$ cat config.mk
export PLATFORM = sky130hd
export DESIGN_NAME = muldiv_hilo_unit
export DESIGN_NICKNAME = d
export VERILOG_FILES = /design/src/rtl/muldiv_pkg.sv /design/src/rtl/muldiv_iter.sv /design/src/rtl/muldiv_hilo_unit.sv
export SDC_FILE = /design/constraint.sdc
export NUM_CORES = 1
export LEC_CHECK = 0
export ABC_AREA = 1
export CORE_MARGIN = 2
export CORE_UTILIZATION = 35
export CTS_BUF_LIST = sky130_fd_sc_hd__clkbuf_16
export CTS_CLUSTER_DIAMETER = 120
export DETAILED_ROUTE_END_ITERATION = 7
export HOLD_SLACK_MARGIN = 0.1
export PLACE_DENSITY = 0.59
export REMOVE_ABC_BUFFERS = 1
export SYNTH_ARGS = -nofsm -noshare
export SYNTH_HDL_FRONTEND = slang
export SYNTH_SLANG_ARGS = --single-unit
export TNS_END_PERCENT = 30
$ cat constraint.sdc
create_clock -name clk -period 3.5 [get_ports clk]
set_clock_uncertainty 0.1 [all_clocks]
set_input_delay 0.525 -clock clk [delete_from_list [all_inputs] [get_ports clk]]
set_output_delay 0.525 -clock clk [all_outputs]
set_load 0.03 [all_outputs]
$ cat src/rtl/muldiv_pkg.sv
// Shared definitions for the HI/LO multiply/divide unit: op encodings,
// sequencer states and the default datapath width.
package muldiv_pkg;

  localparam int DEFAULT_WIDTH = 32;

  // op input encodings; bit 0 selects divide, bit 1 selects signed
  localparam logic [1:0] OP_MULTU = 2'd0;
  localparam logic [1:0] OP_DIVU  = 2'd1;
  localparam logic [1:0] OP_MULT  = 2'd2;
  localparam logic [1:0] OP_DIV   = 2'd3;

  typedef enum logic [1:0] {
    IDLE = 2'd0,
    RUN  = 2'd1,
    DONE = 2'd2
  } state_e;

endpackage

$ cat src/rtl/muldiv_iter.sv
// One iteration of the multi-cycle multiply/divide datapath.
// Multiply: acc = {partial product, remaining multiplier bits}; add the
// multiplicand when the current multiplier bit is set, then shift right.
// Divide:   acc = {partial remainder, remaining dividend / quotient bits};
// shift left, trial-subtract the divisor, shift the quotient bit in.
module muldiv_iter
  import muldiv_pkg::*;
#(
  parameter int WIDTH = DEFAULT_WIDTH
) (
  input  logic                 div_i,
  input  logic [2*WIDTH-1:0]   acc_i,
  input  logic [WIDTH-1:0]     opnd_i,
  output logic [2*WIDTH-1:0]   acc_o
);

  logic [WIDTH:0]   sum;
  logic [WIDTH:0]   rem_sh;
  logic [WIDTH-1:0] diff;
  logic [WIDTH-1:0] rem_new;
  logic             ge;

  // Both step variants are computed; div_i picks the one that is kept.
  always_comb begin
    sum     = {1'b0, acc_i[2*WIDTH-1:WIDTH]} + (acc_i[0] ? {1'b0, opnd_i} : '0);
    rem_sh  = {acc_i[2*WIDTH-1:WIDTH], acc_i[WIDTH-1]};
    ge      = (rem_sh >= {1'b0, opnd_i});
    // Truncated subtraction is exact whenever ge holds with a non-zero divisor;
    // with a zero divisor it simply passes the shifted remainder through.
    diff    = rem_sh[WIDTH-1:0] - opnd_i;
    rem_new = ge ? diff : rem_sh[WIDTH-1:0];
    acc_o   = div_i ? {rem_new, acc_i[WIDTH-2:0], ge}
                    : {sum, acc_i[WIDTH-1:1]};
  end

endmodule

$ cat src/rtl/muldiv_hilo_unit.sv
// Multi-cycle multiply/divide unit owning the HI/LO register pair.
// An accepted start runs WIDTH iterations of muldiv_iter, then commits the
// result to HI/LO and pulses done for one cycle; busy covers the iterations.
// Build option: define SIGNED_MULDIV_EN to make op 2/3 signed (magnitudes are
// taken at start, signs are fixed up on the commit edge). Without it, op[1]
// is ignored and every op is unsigned.
module muldiv_hilo_unit
  import muldiv_pkg::*;
#(
  parameter int WIDTH = DEFAULT_WIDTH
) (
  input  logic             clk,
  input  logic             rst,
  input  logic             start,
  input  logic [1:0]       op,
  input  logic [WIDTH-1:0] x,
  input  logic [WIDTH-1:0] y,
  input  logic             mthi,
  input  logic             mtlo,
  input  logic [WIDTH-1:0] wdata,
  output logic [WIDTH-1:0] hi,
  output logic [WIDTH-1:0] lo,
  output logic             busy,
  output logic             done
);

  localparam int            CW   = $clog2(WIDTH);
  localparam logic [CW-1:0] LAST = CW'(WIDTH - 1);

  state_e             state_q, state_d;
  logic [CW-1:0]      cnt_q, cnt_d;
  logic [WIDTH-1:0]   hi_q, hi_d, lo_q, lo_d;
  logic               busy_q, done_q;
  logic [2*WIDTH-1:0] acc_q, acc_d, acc_step;
  logic [WIDTH-1:0]   opnd_q, opnd_d;
  logic               div_q, div_d;
  logic               neg_pq_q, neg_pq_d;   // negate product / quotient at commit
  logic               neg_r_q, neg_r_d;     // negate remainder at commit

  logic               op_is_div, op_signed_req, signed_op;
  logic               x_neg, y_neg;
  logic [WIDTH-1:0]   x_mag, y_mag;
  logic [2*WIDTH-1:0] prod_fix;
  logic [WIDTH-1:0]   quo_fix, rem_fix, commit_hi, commit_lo;

  assign op_is_div     = (op == OP_DIVU) || (op == OP_DIV);
  assign op_signed_req = (op == OP_MULT) || (op == OP_DIV);

`ifdef SIGNED_MULDIV_EN
  assign signed_op = op_signed_req;
`else
  logic unused_signed_req;
  assign unused_signed_req = op_signed_req;
  assign signed_op         = 1'b0;
`endif

  assign x_neg = signed_op & x[WIDTH-1];
  assign y_neg = signed_op & y[WIDTH-1];
  assign x_mag = x_neg ? -x : x;
  assign y_mag = y_neg ? -y : y;

  muldiv_iter #(.WIDTH(WIDTH)) u_iter (
    .div_i  (div_q),
    .acc_i  (acc_q),
    .opnd_i (opnd_q),
    .acc_o  (acc_step)
  );

  // Sign fixup of the final iteration's result, applied on the commit edge.
  always_comb begin
    prod_fix  = neg_pq_q ? -acc_step : acc_step;
    quo_fix   = neg_pq_q ? -acc_step[WIDTH-1:0] : acc_step[WIDTH-1:0];
    rem_fix   = neg_r_q ? -acc_step[2*WIDTH-1:WIDTH] : acc_step[2*WIDTH-1:WIDTH];
    commit_hi = div_q ? rem_fix : prod_fix[2*WIDTH-1:WIDTH];
    commit_lo = div_q ? quo_fix : prod_fix[WIDTH-1:0];
  end

  // Next-state logic: iterate in RUN, accept work and MTHI/MTLO in IDLE/DONE.
  always_comb begin
    // NOTE: each _d defaults to its _q so no branch leaves a variable unassigned (no latch).
    state_d  = state_q;
    cnt_d    = cnt_q;
    hi_d     = hi_q;
    lo_d     = lo_q;
    acc_d    = acc_q;
    opnd_d   = opnd_q;
    div_d    = div_q;
    neg_pq_d = neg_pq_q;
    neg_r_d  = neg_r_q;
    unique case (state_q)
      RUN: begin
        acc_d = acc_step;
        cnt_d = cnt_q + 1'b1;
        if (cnt_q == LAST) begin
          state_d = DONE;
          cnt_d   = '0;
          hi_d    = commit_hi;
          lo_d    = commit_lo;
        end
      end
      default: begin
        state_d = IDLE;
        if (mthi) hi_d = wdata;
        if (mtlo) lo_d = wdata;
        if (start) begin
          state_d  = RUN;
          cnt_d    = '0;
          acc_d    = {{WIDTH{1'b0}}, x_mag};
          opnd_d   = y_mag;
          div_d    = op_is_div;
          neg_pq_d = x_neg ^ y_neg;
          neg_r_d  = x_neg;
        end
      end
    endcase
  end

  // Sequencer, counter, HI/LO and registered status outputs.
  always_ff @(posedge clk) begin
    // NOTE: sequential state uses non-blocking assignments so every flop samples pre-edge values.
    if (rst) begin
      state_q <= IDLE;
      cnt_q   <= '0;
      hi_q    <= '0;
      lo_q    <= '0;
      busy_q  <= 1'b0;
      done_q  <= 1'b0;
    end else begin
      state_q <= state_d;
      cnt_q   <= cnt_d;
      hi_q    <= hi_d;
      lo_q    <= lo_d;
      busy_q  <= (state_d == RUN);
      done_q  <= (state_d == DONE);
    end
  end

  // Operand and accumulator registers.
  always_ff @(posedge clk) begin
    // NOTE: no reset here; these are always loaded on an accepted start before being used.
    acc_q    <= acc_d;
    opnd_q   <= opnd_d;
    div_q    <= div_d;
    neg_pq_q <= neg_pq_d;
    neg_r_q  <= neg_r_d;
  end

  assign hi   = hi_q;
  assign lo   = lo_q;
  assign busy = busy_q;
  assign done = done_q;

endmodule
* After elaboration in Yosys (flattened, before gate mapping)
Index checks and enable logic that the tools add are counted.
Storage, ports and cells: register bits after elaboration 170, output and inout port bits 66, logic and storage cells 45, input port bits 103
Cells by class: $add $sub $neg 3, bitwise logic cells 1, reduce and logical (&&, ||, !) cells 7, eq/ne operators 7, $lt $le $gt $ge 1, muxes and demuxes 17
Operators with widths (number):
- $mux W32 | 8
- $mux W64 | 3
- $add A32 B33 Y33 | 1
- $ge A33 B32 Y1 | 1
- $sub A32 B32 Y32 | 1
- $mux W5 | 3
- $eq A2 B1 Y1 const B | 3
- $reduce_and A2 Y1 | 3
- $reduce_bool A2 Y1 | 3
- $add A5 B1 Y5 const B | 1
- $eq A5 B5 Y1 const B | 1
- $eq A2 B2 Y1 const B | 2
- $mux W2 | 2
- $ne A2 B2 Y1 const B | 1
- $logic_or A1 B1 Y1 | 1
- $mux W1 | 1
- $not A1 Y1 | 1

* Depth between registers and ports, before layout
Gate-level depths: netlist of run 1.
word-level depth 5, depth in mapped cells 19, gate-level depth less buffers 18

* Cells and area by module
From an unflattened synthesis of run 1, not the netlist that was laid out.
Unflattened totals: cell total of the unflattened synthesis 2052, area total of the unflattened synthesis 13335.3 µm²
By module, submodules not included:
- muldiv_hilo_unit | sequential area each 4374.2 µm², area an instance 7189.4 µm², cells an instance 777, instances 1
- muldiv_iter | sequential area each 0.0 µm², area an instance 6145.9 µm², cells an instance 1275, instances 1

* Worst setup path before layout of run 1
Ideal clock, no wire load.
path type reg-to-reg, start register acc_q[0], end register acc_q[47], data pin, data required time 3149 ps, setup time 251 ps, period minus slack after synthesis 2762 ps, stages on the path, launching flop included 20, data arrival time 2410 ps, path buffers 2, setup slack 738 ps, cells stage by stage edfxtp_1 > clkbuf_1 > clkbuf_1 > nand2_1 > inv_1 > ha_1 > fa_1 > nand2_1 > nand3_1 > nand2_1 > inv_1 > nand3_1 > nand3_1 > nand2_1 > nand2_1 > or2_2 > nand3_1 > nand2_1 > nand2_1 > inv_1
Between the ends: word-level cells in the longest chain between the ends 4
Ends and longest elaborated chain:
- start, declared | line muldiv_hilo_unit.sv:34 | logic [2*WIDTH-1:0] acc_q, acc_d, acc_step;
- start signal, assigned | line muldiv_hilo_unit.sv:141 | acc_q <= acc_d;
- $mux W32 | line muldiv_iter.sv:25 | sum = {1'b0, acc_i[2*WIDTH-1:WIDTH]} + (acc_i[0] ? {1'b0, opnd_i} : '0);
- $add A32 B33 Y33 | line muldiv_iter.sv:25
- $mux W64 | line muldiv_iter.sv:32 | acc_o = div_i ? {rem_new, acc_i[WIDTH-2:0], ge}
- $mux W64 | line muldiv_hilo_unit.sv:90 | unique case (state_q)
Every way passes these cells. A chain may end at the register's enable or synchronous reset.

* Worst setup path after layout of run 1
start register acc_q[0], end register acc_q[58], data pin
Same word-level chain as after synthesis.

==> results of run 1 <==
state kept, by name, summed over array words and instances (netlist names):
signal / count
cnt_q: 5
acc_q: 64
opnd_q: 32
state_q: 2
lo: 32
hi: 32
busy: 1
div_q: 1
done: 1
worst paths after layout:
check | startpoint | endpoint | slack, ns | cells after the start
worst max-delay path | acc_q[0] | acc_q[58] | 0.44 | 16
worst min-delay path | cnt_q[3] | cnt_q[3] | 0.37 | 2
worst min register to register | cnt_q[3] | cnt_q[3] | 0.37 | 2
worst max register to register | acc_q[0] | acc_q[58] | 0.44 | 16
per-stage QoR:
stage	hold slack, ns	worst slack, ns	utilization
floorplan	0.339	-2.61	-
CTS	0.377	0.478	0.433
detailed placement	0.366	0.497	0.416
global route	0.398	0.159	0.433
finish	0.375	0.441	0.433
global placement	0.353	0.511	0.416
per-layer routing:
| metal | vias to the layer above | global-route usage | share of wire |
|---|---|---|---|
| met2 | 383 | 0.347 | 0.44 |
| li1 | 6243 | - | - |
| met5 | - | 0 | 0 |
| met3 | 41 | 0.0305 | 0.059 |
| met1 | 5418 | 0.306 | 0.48 |
| met4 | 0 | 0.0615 | 0.018 |
cell families (layout without fill, tap and decap cells):
logic type / after synthesis / count (layout)
compound gates: 350 / 350
xor+xnor: 17 / 17
fa+ha+maj: 68 / 68
buf+inv: 374 / 525
flops: 170 / 170
simple gates: 873 / 873
power by group:
part	switching [mW]	total (mW)	internal (mW)	leakage, nW
sequential	0.149	2.47	2.32	1.59
clock	0.873	1.84	0.964	0.273
combinational	1.45	2.27	0.813	5.65
synthesized netlist by cell type, types with 2 or more instances:
cell	instances
clkbuf_1	51
nor2_1	93
fa_1	2
ha_1	66
dfxtp_1	73
a21oi_1	171
xnor2_1	10
edfxtp_1	97
inv_1	308
nand3b_1	18
nand4_1	11
and2_1	5
nand2_1	603
o21bai_1	4
a31oi_1	31
xor2_1	7
nor4_1	2
o21ai_0	130
buf_1	2
buf_2	8
nand3_1	117
buf_6	4
o211ai_1	2
nand2_2	2
or2_2	8
a221oi_1	2
nor3_1	11
o21a_1	4
a21o_1	5
worst register-to-register path, delay by kind of cell, from the launching register on:
| family | cells | cell delay [ns] |
|---|---|---|
| buffers and inverters | 3 | 0.46 |
| flip-flops | 1 | 0.50 |
| adder cells (fa/ha/maj) | 1 | 0.28 |
| AND/OR/NAND/NOR | 11 | 1.22 |
| AO/OA/AOI/OAI | 1 | 0.27 |
layout make-up:
class / instances / area, um^2
clock inverter: 14 / 114
sequential: 170 / 4370
timing repair buffer: 184 / 1810
inverter: 309 / 1160
clock buffer: 18 / 450
multi-input combinational: 1308 / 6470
tap: 455 / 569
fill: 3625 / 19600
cell usage in the layout (no fill, tap or decap), types with 2 or more instances in the layout:
master             n
fa_1               2
o21ai_0          130
a21o_1             5
nor3_1            11
nand4_1           11
o21a_1             4
buf_4             16
and2_1             5
o21bai_1           4
xnor2_1           10
clkinvlp_4         3
clkinv_4           2
or2_2              8
inv_4              3
nand3b_1          18
nand3_1          117
nor2_1            91
o211ai_1           2
a221oi_1           2
nand2_1          603
inv_6              3
dfxtp_1           73
clkinv_1           3
a31oi_1           31
ha_1              66
a21oi_1          170
clkbuf_16         18
nor4_1             2
clkdlybuf4s50_1  167
inv_1            306
xor2_1             7
edfxtp_1          97
nand2_2            2
==> metrics, run 1 <==
run status=finished clean; Period minus WS final=3.06 ns; Cells after Synth=1852; Die Y=191 um; syn_area_per_cell=6.63 um^2; largest net degree at the start of global routing=129; WL/cell=16.0 um; I/O Buffers=167; post-CTS setup buffer count=0; Critical path buffers and inverters=3; top_reg_cell synth=edfxtp_1; Hold Fails Final Rpt=0; DIE AREA=36600 um^2; total gr overflow=0; CTS H-tree depth=4; # setup viols final=0; core area=34500 um^2; DIE WIDTH=191 um; Initial Util=0.355; crit path cell chain=buf_4 -> nand2_1 -> inv_1 -> ha_1 -> a21oi_1 -> nor2_1 -> nor2_1 -> nand2_1 -> nand2_1 -> nand2_1 -> nand3b_1 -> nand3b_1 -> nand3_1 -> nand2_1 -> nand2_1 -> inv_1; Post-synth EDFFs=97; Critical Path Max Stage Delay=0.50 ns; Ports=169; layout cells sized above 1=0.0325; Max Cap Viol=0; Cell Area, Placed=14400 um^2; design area=14900 um^2; critical path class=flip-flop to flip-flop; CP Capture Type=flip-flop; DPL Wire Length=31000 um; Rel. slew slack=0.396; Synth Area in Compound Gates=0.150; Pins Over Slew Limit=0; register bit total from synthesis=170; # DRC=0; vias in the first global route=11600; Inserted Clock Buffers=17; worst min path class=flip-flop to flip-flop; worst-margin pin slew=0.906 ns; P&R area growth vs syn=21.8%; Worst path slowest cell=edfxtp_1; clock sink count=170; post-synthesis mux area share=0; cts hold-fix bufs=0; synth warn=0; CP required=3.61 ns; Cell variety after synth=34; Final Power=6.58 mW; clk slew on worst S/H paths=0.07 ns; first-pass GRT wire length=61700 um; worst IR drop on VDD=358 uV; main combinational cell family by area after synthesis=simple AND/OR/NAND/NOR gates; Ant. Diodes=0; leak pwr=7.51 nW; std cell rows=68; Non-Filler Instances=2458; placed cells=2426; Nets=2161; CP Launch Type=flip-flop; initial DRC count=870; Via density=4.92; CP dominant cell by count=nand2_1; register area share after synthesis=0.356; Routed WL=39400 um; gr usage total=0.218; Yosys top cell area share=0.237; CTS root buffer=clkbuf_16; Top delay family on crit path=simple AND/OR/NAND/NOR gates; CTS tree=yes; clock latency on the worst-skew pair=0.46 ns; clock buffer depth=2; Yosys top cell by area=edfxtp_1; synthesized area=12300 um^2; Synth Area in Adders=0.0706; f_max=0.327 GHz; final period utilization=0.874; WP data arrival=3.17 ns; Post-Synth Simple-Gate Area=0.293; DR pass1 iterations=6; setup TNS=0 ns; Synth Area in XOR/XNOR=0.0121; pwr dens=440 nW/um^2; RSZ-0062 raised after global routing=no; post-CTS sizing=0; antenna viol nets, final=0; crit-path max FO=28; detailed-route via count=12100; final RePlAce weighted congestion=0.981; Synth async-reset ratio=0; initial antenna violation count=0; largest cells by area after synthesis=edfxtp_1, nand2_1, dfxtp_1
Note: power is estimated with default switching activity, not from simulation.
==> inputs of run 2 (changes only) <==
PLACE_DENSITY = not set   (was 0.59)
==> run 2 against run 1 <==
Effect of this change:
- highest routed layer unchanged
- register-to-register slack got worse by 0.09 ns
- final area rose by 0.13%
- sequential cell count did not move
- hold slack got worse by 0.00057 ns
- via count rose by 0.68%
- critical endpoint is now acc_q[60]
- non-clock buffer count rose by 2
- routed wire length rose by 1.9%
- count of clock-buffer cells in the layout fell by 1
==> metrics, run 2 (synthesized netlist as in run 1, its figures left out) <==
Comb pwr share=0.348 (+0.003); initial DRC count=984 (+13%); Pins Over Slew Limit=0 (unchanged); first-pass GRT wire length=62500 um (+1.1%); f_max=0.318 GHz (-2.8%); dpl ws=0.441 ns (-0.0556 ns); Max Cap Viol=0 (unchanged); cts hold-fix bufs=0 (unchanged); largest net degree at the start of global routing=71 (-45%); pwr dens=439 nW/um^2 (-0.23%); Ant. Diodes=0 (unchanged); core area=34500 um^2 (unchanged); clock latency on the worst-skew pair=0.46 ns (about the same); Period minus WS final=3.15 ns (+0.0891 ns); Final Power=6.57 mW (-0.10%); met2 wire length=17700 um (+2.5%); DR pass1 iterations=5 (-1); # DRC=0 (unchanged); switching power=2.50 mW (+1.1%); Worst path slowest cell=edfxtp_1; Initial Util=0.355 (unchanged); # setup viols final=0 (unchanged); crit path cell chain=nand2_1 -> inv_1 -> ha_1 -> a21oi_1 -> nand2_1 -> inv_1 -> o21ai_0 -> nand3_1 -> nand2_1 -> nand2_1 -> nand2_1 -> nand2_1 -> nand3_1 -> nand2_1 -> nand2_1 -> inv_1; Largest register FFs=64 (unchanged); CP required=3.60 ns (about the same); Critical path buffers and inverters=3 (unchanged); WL/cell=16.3 um (+1.8%); area of the multi-input gates=6470 um^2 (unchanged); Critical Path Max Stage Delay=0.51 ns (about the same); Routed WL=40100 um (+1.9%); clock buffer depth=2 (unchanged); post-route setup slack=0.352 ns (-0.0891 ns); antenna viol nets, final=0 (unchanged); leak pwr=7.53 nW (+0.25%); WL met3=2250 um (-3.4%); Ports=169 (unchanged); Worst R2R Setup Slack=0.35 ns (-0.09 ns); vias in the first global route=11800 (+1.6%); CP dominant cell by count=nand2_1; CTS H-tree depth=4 (unchanged); std cell rows=68 (unchanged); design area=15000 um^2 (+0.13%); CP Capture Type=flip-flop; Hold WS=0.374 ns (-0.000568 ns); WP data arrival=3.25 ns (+0.08 ns); P&R area growth vs syn=22.0%; worst-margin pin slew=0.817 ns (-0.0890 ns); CTS tree=yes; clock sink count=170 (unchanged); DR top layer=met4; Nets=2163 (+0.093%); clk slew on worst S/H paths=0.07 ns (about the same); Internal Dissipation=4.06 mW (-0.82%); Top delay family on crit path=simple AND/OR/NAND/NOR gates; Clk pwr share=0.277 (-0.002); Cell Area, Placed=14400 um^2 (+0.28%); FF/Latch Area=4370 um^2 (unchanged); gr usage total=0.223 (+0.00519); DIE AREA=36600 um^2 (unchanged); worst IR drop on VDD=348 uV (-3.0%); Layout fillers=3676 (+1.4%); Hold Fails Final Rpt=0 (unchanged); sw frac=0.381 (+0.00448); worst min path class=flip-flop to flip-flop; most common cell after layout, fill and taps aside=nand2_1; initial antenna violation count=0 (unchanged); total gr overflow=0 (unchanged); Die Y=191 um (unchanged); I/O Buffers=167 (unchanged); sequential power share=0.376 (about the same); run status=finished clean; crit-path max FO=7 (-75%); RSZ-0062 raised after global routing=no; CTS root buffer=clkbuf_16; final period utilization=0.899 (+0.0255); met1 wire length=19200 um (+1.1%); post-CTS sizing=0 (unchanged); DPL Wire Length=31400 um (+1.3%); Rel. slew slack=0.455 (+0.0588); Inserted Clock Buffers=17 (unchanged); most frequent cells in the layout=nand2_1, inv_1, a21oi_1; final RePlAce weighted congestion=0.919 (-6.3%); Via density=4.95 (+0.60%); Post-Route Utilization=0.433 (+0.000543); Most flops, register=acc_q; post-CTS setup buffer count=0 (unchanged); CP Launch Type=flip-flop; DIE WIDTH=191 um (unchanged); detailed-route via count=12200 (+0.68%); critical path class=flip-flop to flip-flop; layout cells sized above 1=0.0339 (+0.00146)
==> run 2: worst min-delay path, cell delays in order (launching register included) <==
cell and delay (ns):
dfxtp_1 0.32, nand2_1 0.06, a21oi_1 0.05
==> run 2: layout make-up <==
cell class | instances | share of cell area
well taps | 455 | 0.0380
clock buffers | 17 | 0.0284
repair buffers | 186 | 0.124
multi-input cells | 1308 | 0.432
flip-flops and latches | 170 | 0.292
inverters | 309 | 0.0777
clock inverters | 15 | 0.00786
==> run 2: power by group through the flow <==
stage	logic, mW	registers [mW]	clock network, mW
3_3_place_gp	2.25	2.51	0
2_1_floorplan	1.36	2.58	0
6_report	2.28	2.47	1.82
4_1_cts	2.27	2.46	1.86
5_1_grt	2.56	2.49	1.93
3_5_place_dp	2.26	2.51	0
==> run 2: worst paths after layout <==
path                  from   endpoint  cells past startpoint
setup / recovery  acc_q[0]  acc_q[60]                     16
hold / removal    cnt_q[4]   cnt_q[4]                      2
setup reg to reg  acc_q[0]  acc_q[60]                     16
hold reg to reg   cnt_q[4]   cnt_q[4]                      2
==> run 2: metal layers <==
layer  vias up  GRT usage
li1       6244          -
met1      5525      0.313
met2       359      0.350
met3        39     0.0290
met4         0     0.0796
met5         -          0
==> run 2: through the flow <==
stage / std cells / setup TNS, ns
after global routing: 2460 / 0
after detailed placement: 2428 / 0
after CTS: 2460 / 0
final: 2460 / 0
after floorplan: 1787 / -172.63
after global placement: 2428 / 0
==> inputs of run 3 (changes only) <==
CORE_ASPECT_RATIO = 1.4   (was not set)
SKIP_LAST_GASP = 1   (was not set)
==> run 3 against run 2 <==
Effect of this change:
- via count down 0.27%
- clock power up 7%
- combinational power about the same
- fmax up 2.3%
- largest cell class unchanged
- largest power group unchanged
==> metrics, run 3 (synthesized netlist as in run 1, its figures left out) <==
run status=finished clean; initial DRC count=757 (-23%); most frequent cells in the layout=nand2_1, inv_1, a21oi_1; detailed-route via count=12100 (-0.27%); Period minus WS final=3.08 ns (-0.0722 ns); worst min path class=flip-flop to flip-flop; crit-path max FO=13 (+6); post-CTS sizing=0 (unchanged); CP Capture Type=flip-flop; DPL Wire Length=32000 um (+2.0%); Ant. Diodes=0 (unchanged); CP Launch Type=flip-flop; met3 Track Usage GR=0.0267 (-0.00232); largest net degree at the start of global routing=71 (unchanged); Rel. slew slack=0.508 (+0.0533); area of the multi-input gates=6470 um^2 (unchanged); CTS H-tree depth=4 (unchanged); Routed WL=40200 um (+0.24%); Die Y=226 um (+18%); Layout fillers=3656 (-0.54%); CTS root buffer=clkbuf_16; leak pwr=7.55 nW (+0.28%); WP data arrival=3.19 ns (-0.06 ns); Cell Area, Placed=14400 um^2 (about the same); std cell rows=81 (+19%); P&R area growth vs syn=22.3%; most common cell after layout, fill and taps aside=nand2_1; Max Cap Viol=0 (unchanged); Pins Over Slew Limit=0 (unchanged); Initial Util=0.353 (-0.00224); post-CTS setup buffer count=0 (unchanged); RSZ-0062 raised after global routing=no; DIE WIDTH=162 um (-15%); first-pass GRT wire length=62100 um (-0.53%); Most flops, register=acc_q; f_max=0.325 GHz (+2.3%); CTS tree=yes; pwr dens=444 nW/um^2 (+1.3%); WL/cell=16.3 um (+0.20%); Post-Route Utilization=0.432 (-0.00172); vias in the first global route=11800 (-0.43%); grt met1 use=0.269 (-0.0436); FF/Latch Area=4370 um^2 (unchanged); clk slew on worst S/H paths=0.07 ns (about the same); initial antenna violation count=0 (unchanged); Hold Fails Final Rpt=0 (unchanged); GRT Max-Usage Layer=met2; gr usage total=0.219 (-0.00329); clock latency on the worst-skew pair=0.46 ns (about the same); Inserted Clock Buffers=17 (unchanged); clock buffer depth=2 (unchanged); Ports=169 (unchanged); Nets=2163 (unchanged); design area=15000 um^2 (+0.23%); worst IR drop on VDD=327 uV (-6.0%); DR pass1 iterations=5 (unchanged); Via density=4.93 (-0.31%); layout cells sized above 1=0.0329 (-0.000998); Largest register FFs=64 (unchanged); DIE AREA=36600 um^2 (about the same); critical path class=flip-flop to flip-flop; antenna viol nets, final=0 (unchanged); cts hold-fix bufs=0 (unchanged); # setup viols final=0 (unchanged); CP required=3.61 ns (about the same); # DRC=0 (unchanged); I/O Buffers=167 (unchanged); clock sink count=170 (unchanged); total gr overflow=0 (unchanged); met2 Usage GRT=0.385 (+0.0350); final RePlAce weighted congestion=0.910 (-0.99%); final period utilization=0.879 (-0.0206); worst-margin pin slew=0.738 ns (-0.0791 ns); core area=34800 um^2 (+0.63%)
-- run 3: routing by layer --
metal	share of wire	up-vias
met2	0.49	314
met4	0.038	0
met3	0.039	73
met5	0	-
met1	0.43	5504
li1	-	6243
-- run 3: layout make-up --
cell class	count	share of cell area
well taps	456	0.0380
clock buffers	19	0.0317
flip-flops and latches	170	0.292
clock inverters	13	0.00759
repair buffers	186	0.123
multi-input cells	1308	0.431
inverters	309	0.0775
-- run 3: critical path: stages, from the launching register on --
cell,delay (ns)
edfxtp_1,0.48
ha_1,0.43
nand2_1,0.13
nor2_1,0.24
nand2_1,0.11
nor2_1,0.31
nand3_1,0.12
nand2_1,0.12
nor3_4,0.07
nand2_4,0.11
buf_4,0.19
nand2_1,0.07
nand3_1,0.07
nand2_1,0.11
nand2_1,0.11
inv_1,0.04
-- run 3: final timing paths --
kind,end,slack (ns),cells after the start,start
worst min-delay path,cnt_q[3],0.37,2,cnt_q[3]
worst max register to register,acc_q[43],0.42,15,acc_q[53]
worst min register to register,cnt_q[3],0.37,2,cnt_q[3]
worst max-delay path,acc_q[43],0.42,15,acc_q[53]
-- run 3: report_power, final --
group | total (mW) | internal [mW] | switching [mW]
Clock | 1.94 | 1.07 | 0.866
Sequential | 2.46 | 2.32 | 0.143
Combinational | 2.27 | 0.823 | 1.45
Total | 6.67 | 4.21 | 2.45
-- run 3: through the flow --
stage	power (mW)	std cells	setup TNS, ns	setup WS, ns	hold WS [ns]
finish	6.67	2461	0	0.424	0.372
global placement	4.75	2429	0	0.493	0.353
detailed placement	4.76	2429	0	0.482	0.362
CTS	6.72	2461	0	0.475	0.374
floorplan	3.94	1787	-172.63	-2.61	0.339
global route	7.08	2461	0	0.161	0.402
